## config.mk

```make
export PLATFORM = sky130hd
export DESIGN_NAME = pll_reset_sequencer
export DESIGN_NICKNAME = d
export VERILOG_FILES = /design/src/rtl/pll_reset_sequencer.sv
export SDC_FILE = /design/constraint.sdc
export NUM_CORES = 1
export LEC_CHECK = 0
export CAP_MARGIN = 25
export CORE_ASPECT_RATIO = 1.25
export CORE_MARGIN = 4
export CORE_UTILIZATION = 56
export CTS_BUF_LIST = sky130_fd_sc_hd__clkbuf_8 sky130_fd_sc_hd__clkbuf_16
export DETAILED_ROUTE_END_ITERATION = 16
export PLACE_DENSITY = 0.81
export RECOVER_POWER = 25
export SKIP_LAST_GASP = 1
export SLEW_MARGIN = 20
export SYNTH_ARGS = -nofsm -noshare
export SYNTH_HDL_FRONTEND = slang
export SYNTH_SLANG_ARGS = --single-unit
```

## constraint.sdc

```tcl
create_clock -name clk -period 4.9 [get_ports clk]
set_clock_uncertainty 0.05 [all_clocks]
set_input_delay 0.98 -clock clk [delete_from_list [all_inputs] [get_ports clk]]
set_output_delay 0.98 -clock clk [all_outputs]
set_load 0.03 [all_outputs]
```

## src/rtl/pll_reset_sequencer.sv

```systemverilog
// Staged reset release for the LED-panel datapath, driven from the PLL lock.
// Resets drop one stage at a time once lock has been stable; any lock loss re-arms all stages.
//
// state      | meaning
// WAIT_LOCK  | all stages held in reset, waiting for synchronized lock
// STABILIZE  | lock seen, counting LOCK_STABLE_CYCLES consecutive locked cycles
// RELEASE    | releasing one stage every STAGE_GAP cycles, bit 0 first
// RUN        | all stages released, ready asserted until lock is lost
module pll_reset_sequencer #(
    parameter int SYNC_STAGES        = 2,
    parameter int LOCK_STABLE_CYCLES = 1024,
    parameter int STAGES             = 3,
    parameter int STAGE_GAP          = 16
) (
    input  logic              clk,
    input  logic              reset,
    input  logic              locked,
    output logic [STAGES-1:0] rst_out,
    output logic              ready,
    output logic [7:0]        lock_loss_count,
    output logic [1:0]        state
);

    typedef enum logic [1:0] {
        WAIT_LOCK = 2'd0,
        STABILIZE = 2'd1,
        RELEASE   = 2'd2,
        RUN       = 2'd3
    } state_t;

    localparam int CNT_MAX = (LOCK_STABLE_CYCLES > STAGE_GAP) ? LOCK_STABLE_CYCLES : STAGE_GAP;
    localparam int CNT_W   = $clog2(CNT_MAX + 1);
    localparam logic [CNT_W-1:0] STAB_LAST = CNT_W'(LOCK_STABLE_CYCLES - 1);
    localparam logic [CNT_W-1:0] GAP_LAST  = CNT_W'(STAGE_GAP - 1);

    logic [SYNC_STAGES-1:0] sync_q;
    logic                   locked_sync;

    state_t            state_q, state_d;
    logic [CNT_W-1:0]  cnt_q, cnt_d;
    logic [STAGES-1:0] rst_q, rst_d, rst_shift;
    logic              ready_q, ready_d;
    logic [7:0]        llc_q, llc_d, llc_inc;
    logic              last_stage;

    always_ff @(posedge clk) begin
        if (reset) begin
            sync_q <= '0;
        end else begin
            sync_q <= {sync_q[SYNC_STAGES-2:0], locked};
        end
    end

    assign locked_sync = sync_q[SYNC_STAGES-1];

    // Shifting left releases stages strictly in order; the last release empties the register.
    assign rst_shift  = rst_q << 1;
    assign last_stage = (rst_shift == '0);
    assign llc_inc    = (llc_q == 8'hFF) ? llc_q : llc_q + 8'd1;

    always_ff @(posedge clk) begin
        if (reset) begin
            state_q <= WAIT_LOCK;
            cnt_q   <= '0;
            rst_q   <= '1;
            ready_q <= 1'b0;
            llc_q   <= 8'd0;
        end else begin
            state_q <= state_d;
            cnt_q   <= cnt_d;
            rst_q   <= rst_d;
            ready_q <= ready_d;
            llc_q   <= llc_d;
        end
    end

    always_comb begin
        state_d = state_q;
        case (state_q)
            WAIT_LOCK: if (locked_sync) state_d = STABILIZE;
            STABILIZE: begin
                if (!locked_sync)            state_d = WAIT_LOCK;
                else if (cnt_q == STAB_LAST) state_d = RELEASE;
            end
            RELEASE: begin
                if (!locked_sync)                         state_d = WAIT_LOCK;
                else if (cnt_q == GAP_LAST && last_stage) state_d = RUN;
            end
            RUN:     if (!locked_sync) state_d = WAIT_LOCK;
            default: state_d = WAIT_LOCK;
        endcase
    end

    always_comb begin
        cnt_d   = cnt_q;
        rst_d   = rst_q;
        ready_d = ready_q;
        llc_d   = llc_q;
        case (state_q)
            WAIT_LOCK: begin
                cnt_d   = '0;
                rst_d   = '1;
                ready_d = 1'b0;
            end
            STABILIZE: begin
                rst_d   = '1;
                ready_d = 1'b0;
                if (!locked_sync || cnt_q == STAB_LAST) cnt_d = '0;
                else                                    cnt_d = cnt_q + 1'b1;
            end
            RELEASE: begin
                if (!locked_sync) begin
                    cnt_d   = '0;
                    rst_d   = '1;
                    ready_d = 1'b0;
                    llc_d   = llc_inc;
                end else if (cnt_q == GAP_LAST) begin
                    cnt_d   = '0;
                    rst_d   = rst_shift;
                    ready_d = last_stage;
                end else begin
                    cnt_d = cnt_q + 1'b1;
                end
            end
            RUN: begin
                cnt_d = '0;
                if (!locked_sync) begin
                    rst_d   = '1;
                    ready_d = 1'b0;
                    llc_d   = llc_inc;
                end else begin
                    rst_d   = '0;
                    ready_d = 1'b1;
                end
            end
            default: begin
                cnt_d   = '0;
                rst_d   = '1;
                ready_d = 1'b0;
            end
        endcase
    end

    assign rst_out         = rst_q;
    assign ready           = ready_q;
    assign lock_loss_count = llc_q;
    assign state           = state_q;

endmodule

```

==> key figures <==
Final layout
  – Post-Route Utilization: 70.43%
  – Filler Cells Inserted: 165
  – Area Overhead vs Synth: 16.79%
  – Share of cells above drive strength 1: 3.378%
  – Final std cells w/o fill: 168
  – Fin nets: 154
  – N_diodes: 0

Detailed routing
  – Detailed Route WL: 2330 um
  – DRC: 0
  – Vias: between 900 and 1000
  – First drt pass iteration count: 5
  – Drt first-iter violations: 28
  – Post-route ant nets: 0
  – Routed wire per std cell: approximately 14 um
  – Vias per inst: 5.857

STA
  – Slew @ Worst Pin: ~960 ps
  – Achievable Freq: 391.6 MHz
  – Final setup vio count: 0
  – Final max-slew violation count: 0
  – Crit share post-route: between 50% and 60%
  – RSZ-0062 raised after global routing: no
  – Final Hold Viols: 0
  – Shortest period the worst path allows: 2554 ps
  – Min setup slack post-route: around 2300 ps
  – Setup tns final: 0 ps
  – Max-slew headroom: 35.94%

Global route
  – Vias in the first global route: 983
  – Largest net degree at the start of global routing: 29
  – Initial antenna violation count: 0
  – GRT Util Overall: 17.78%
  – GR Overflow Total: 0
  – First-pass GRT wire length: 4153 um

Synth
  – Synthesized area: about 1200 um2
  – Cell count after synthesis: 134
  – Distinct cells, synth: 37
  – Synth warn: 0
  – Seq/Total Area, Yosys: 44.22%
  – Syn nets: about 140
  – Number of synthesized flops with an enable pin: 0
  – Post-synth ARST share: 0%
  – Average size of a mapped cell: 9.123 um2
  – Synth Flop Type: dfxtp_1
  – Yosys reg bits: 27

Placed design
  – Pre-CTS WS: 2280 ps
  – Placed cell count: roughly 160
  – IO Port Bufs: 16
  – Final HPWL DP: 1720 um
  – RD Place Congestion: 0.7526

Worst setup path
  – CP required: 3870 ps
  – R2R setup slack: around 2900 ps
  – Setup crit start kind: register
  – CP Capture Type: primary output
  – Reg2Reg Depth: 4
  – CP Cell Sequence: clkdlybuf4s50_1
  – Crit-path slowest cell: clkdlybuf4s50_1
  – CP Buf/Inv Count: 1
  – Worst path depth: 1
  – Critical path class: reg -> out
  – Crit path max fanout: 10
  – Arr. time, crit path: 1520 ps
  – Slowest stage delay, CP: 740 ps
  – Delay-heaviest family, CP: buffers and inverters

Pwr
  – LEAKAGE: 0.5017 nW
  – Final total power: 386.7 uW
  – Max VDD drop: 214.8 uV
  – PD cells: roughly 270 nW/um2

Hold path
  – Hold Crit Class: reg -> reg
  – Hold depth: 1

Floorplanning
  – Die area: between 2000 and 3000 um2
  – Starting Density: 60.31%
  – Height of the chip: 60.24 um
  – Row cnt: 18
  – Num ports: 17
  – Core box area: 2027 um2
  – Die X: about 50 um

Run status
  – Status: finished, final reports clean

Clock network
  – Total CTS buffers: 3
  – PostCTS Resize Cnt: 0
  – CTS tree: done
  – Post-CTS Setup Repair Bufs: 0
  – Worst skew pair latency: 270 ps
  – CTS clock-pin slew for the worst setup and hold paths: 90 ps
  – CTS root buffer: clkbuf_8
  – Number of H-tree levels: 1
  – CTS max path bufs: 2
  – CTS Hold Bufs: 0
  – CTS sink count: 27

Job
  – Max-cap violation count: 0
## cells by family after synthesis
| logic type | count (synthesis) | share of synthesized area [%] |
|---|---|---|
| multiplexers | 5 | 4.094 |
| adder cells (fa/ha/maj) | 2 | 2.047 |
| AND/OR/NAND/NOR | 59 | 26.72 |
| XOR/XNOR | 14 | 10.03 |
| buffers and inverters | 10 | 3.274 |
| AO/OA/AOI/OAI | 17 | 9.622 |
| flip-flops | 27 | 44.22 |
## per-layer routing
layer  part of all wire, %  up-vias  GRT usage [%]
met5                     0        -              0
met4                   1.1        0          5.929
met3                   2.6        4          3.990
met2                    54       13          33.65
met1                    43      457          19.45
li1                      -      510              -
## area by class of cell
cell class / count / area, um2 / area share (%)
Clock inverter: 1 / 3.754 / 0.2629
Clock buffer: 3 / 41.29 / 2.892
Tap cell: 20 / 25.02 / 1.753
Sequential cell: 27 / 540.5 / 37.86
Timing Repair Buffer: 16 / 160.2 / 11.22
Inverter: 4 / 15.01 / 1.052
Multi-Input combinational cell: 97 / 641.9 / 44.96
## cell usage after synthesis (4+ instances only)
| master | count | area (um2) |
|---|---|---|
| or3_1 | 6 | 37.54 |
| inv_1 | 4 | 15.01 |
| dfxtp_1 | 27 | 540.5 |
| xor2_1 | 6 | 52.55 |
| mux2i_1 | 5 | 50.05 |
| a21oi_1 | 4 | 20.02 |
| nand2_1 | 7 | 26.28 |
| nand4_1 | 4 | 25.02 |
| nor2_1 | 8 | 30.03 |
| nor3_1 | 12 | 60.06 |
| clkbuf_1 | 4 | 15.01 |
| xnor2_1 | 8 | 70.07 |
## stage by stage
stage / hold WS [ps] / area (um2)
6_report: 402.4 / 1428
2_1_floorplan: 363.8 / 1222
4_1_cts: 411.9 / 1428
3_5_place_dp: 386.1 / 1383
5_1_grt: 433.2 / 1428
3_3_place_gp: 388.1 / 1383
## path summary, 6_finish.rpt
kind,from,endpoint
setup / recovery,state[0],state[0]
hold / removal,sync_q[0],sync_q[1]
setup reg to reg,cnt_q[4],ready
hold reg to reg,sync_q[0],sync_q[1]
## power breakdown
| part | internal [mW] | switching (mW) | leakage [nW] |
|---|---|---|---|
| Sequential | 0.223 | 0.00771 | 0.218 |
| Clock | 0.0561 | 0.0648 | 0.0269 |
| Combinational | 0.0151 | 0.0200 | 0.257 |
| Total | 0.294 | 0.0925 | 0.502 |
## worst register-to-register path: cells and delay by family, from the launching register on
kind / cells / cell delay, ps
AOI/OAI and AO/OA: 1 / 260
and+or+nand+nor: 3 / 1300
DFF: 1 / 350
## registers in the layout, summed over array words and instances, names as in the netlist
register	count
ready	1
state	2
cnt_q	11
sync_q	2
lock_loss_count	8
rst_out	3
## placed cells by master, fill, tap and decap left out, types with 2 or more instances in the layout
cell             netlist  routed
clkbuf_8               0       3
nand2b_1               3       3
nor2b_1                2       2
a21oi_1                4       4
nor2_1                 8       8
nor3_1                12      12
nand4_1                4       4
xor2_1                 6       6
clkdlybuf4s50_1        0      15
o21ai_0                3       3
o31ai_1                2       2
nand3b_1               2       2
nand2_1                7       7
dfxtp_1               27      27
and3_1                 3       3
xnor2_1                8       8
or4_1                  3       3
or3_1                  6       6
ha_1                   2       2
inv_1                  4       5
mux2i_1                5       5
nand3_1                3       3
Note: power is estimated with default switching activity, not from simulation.
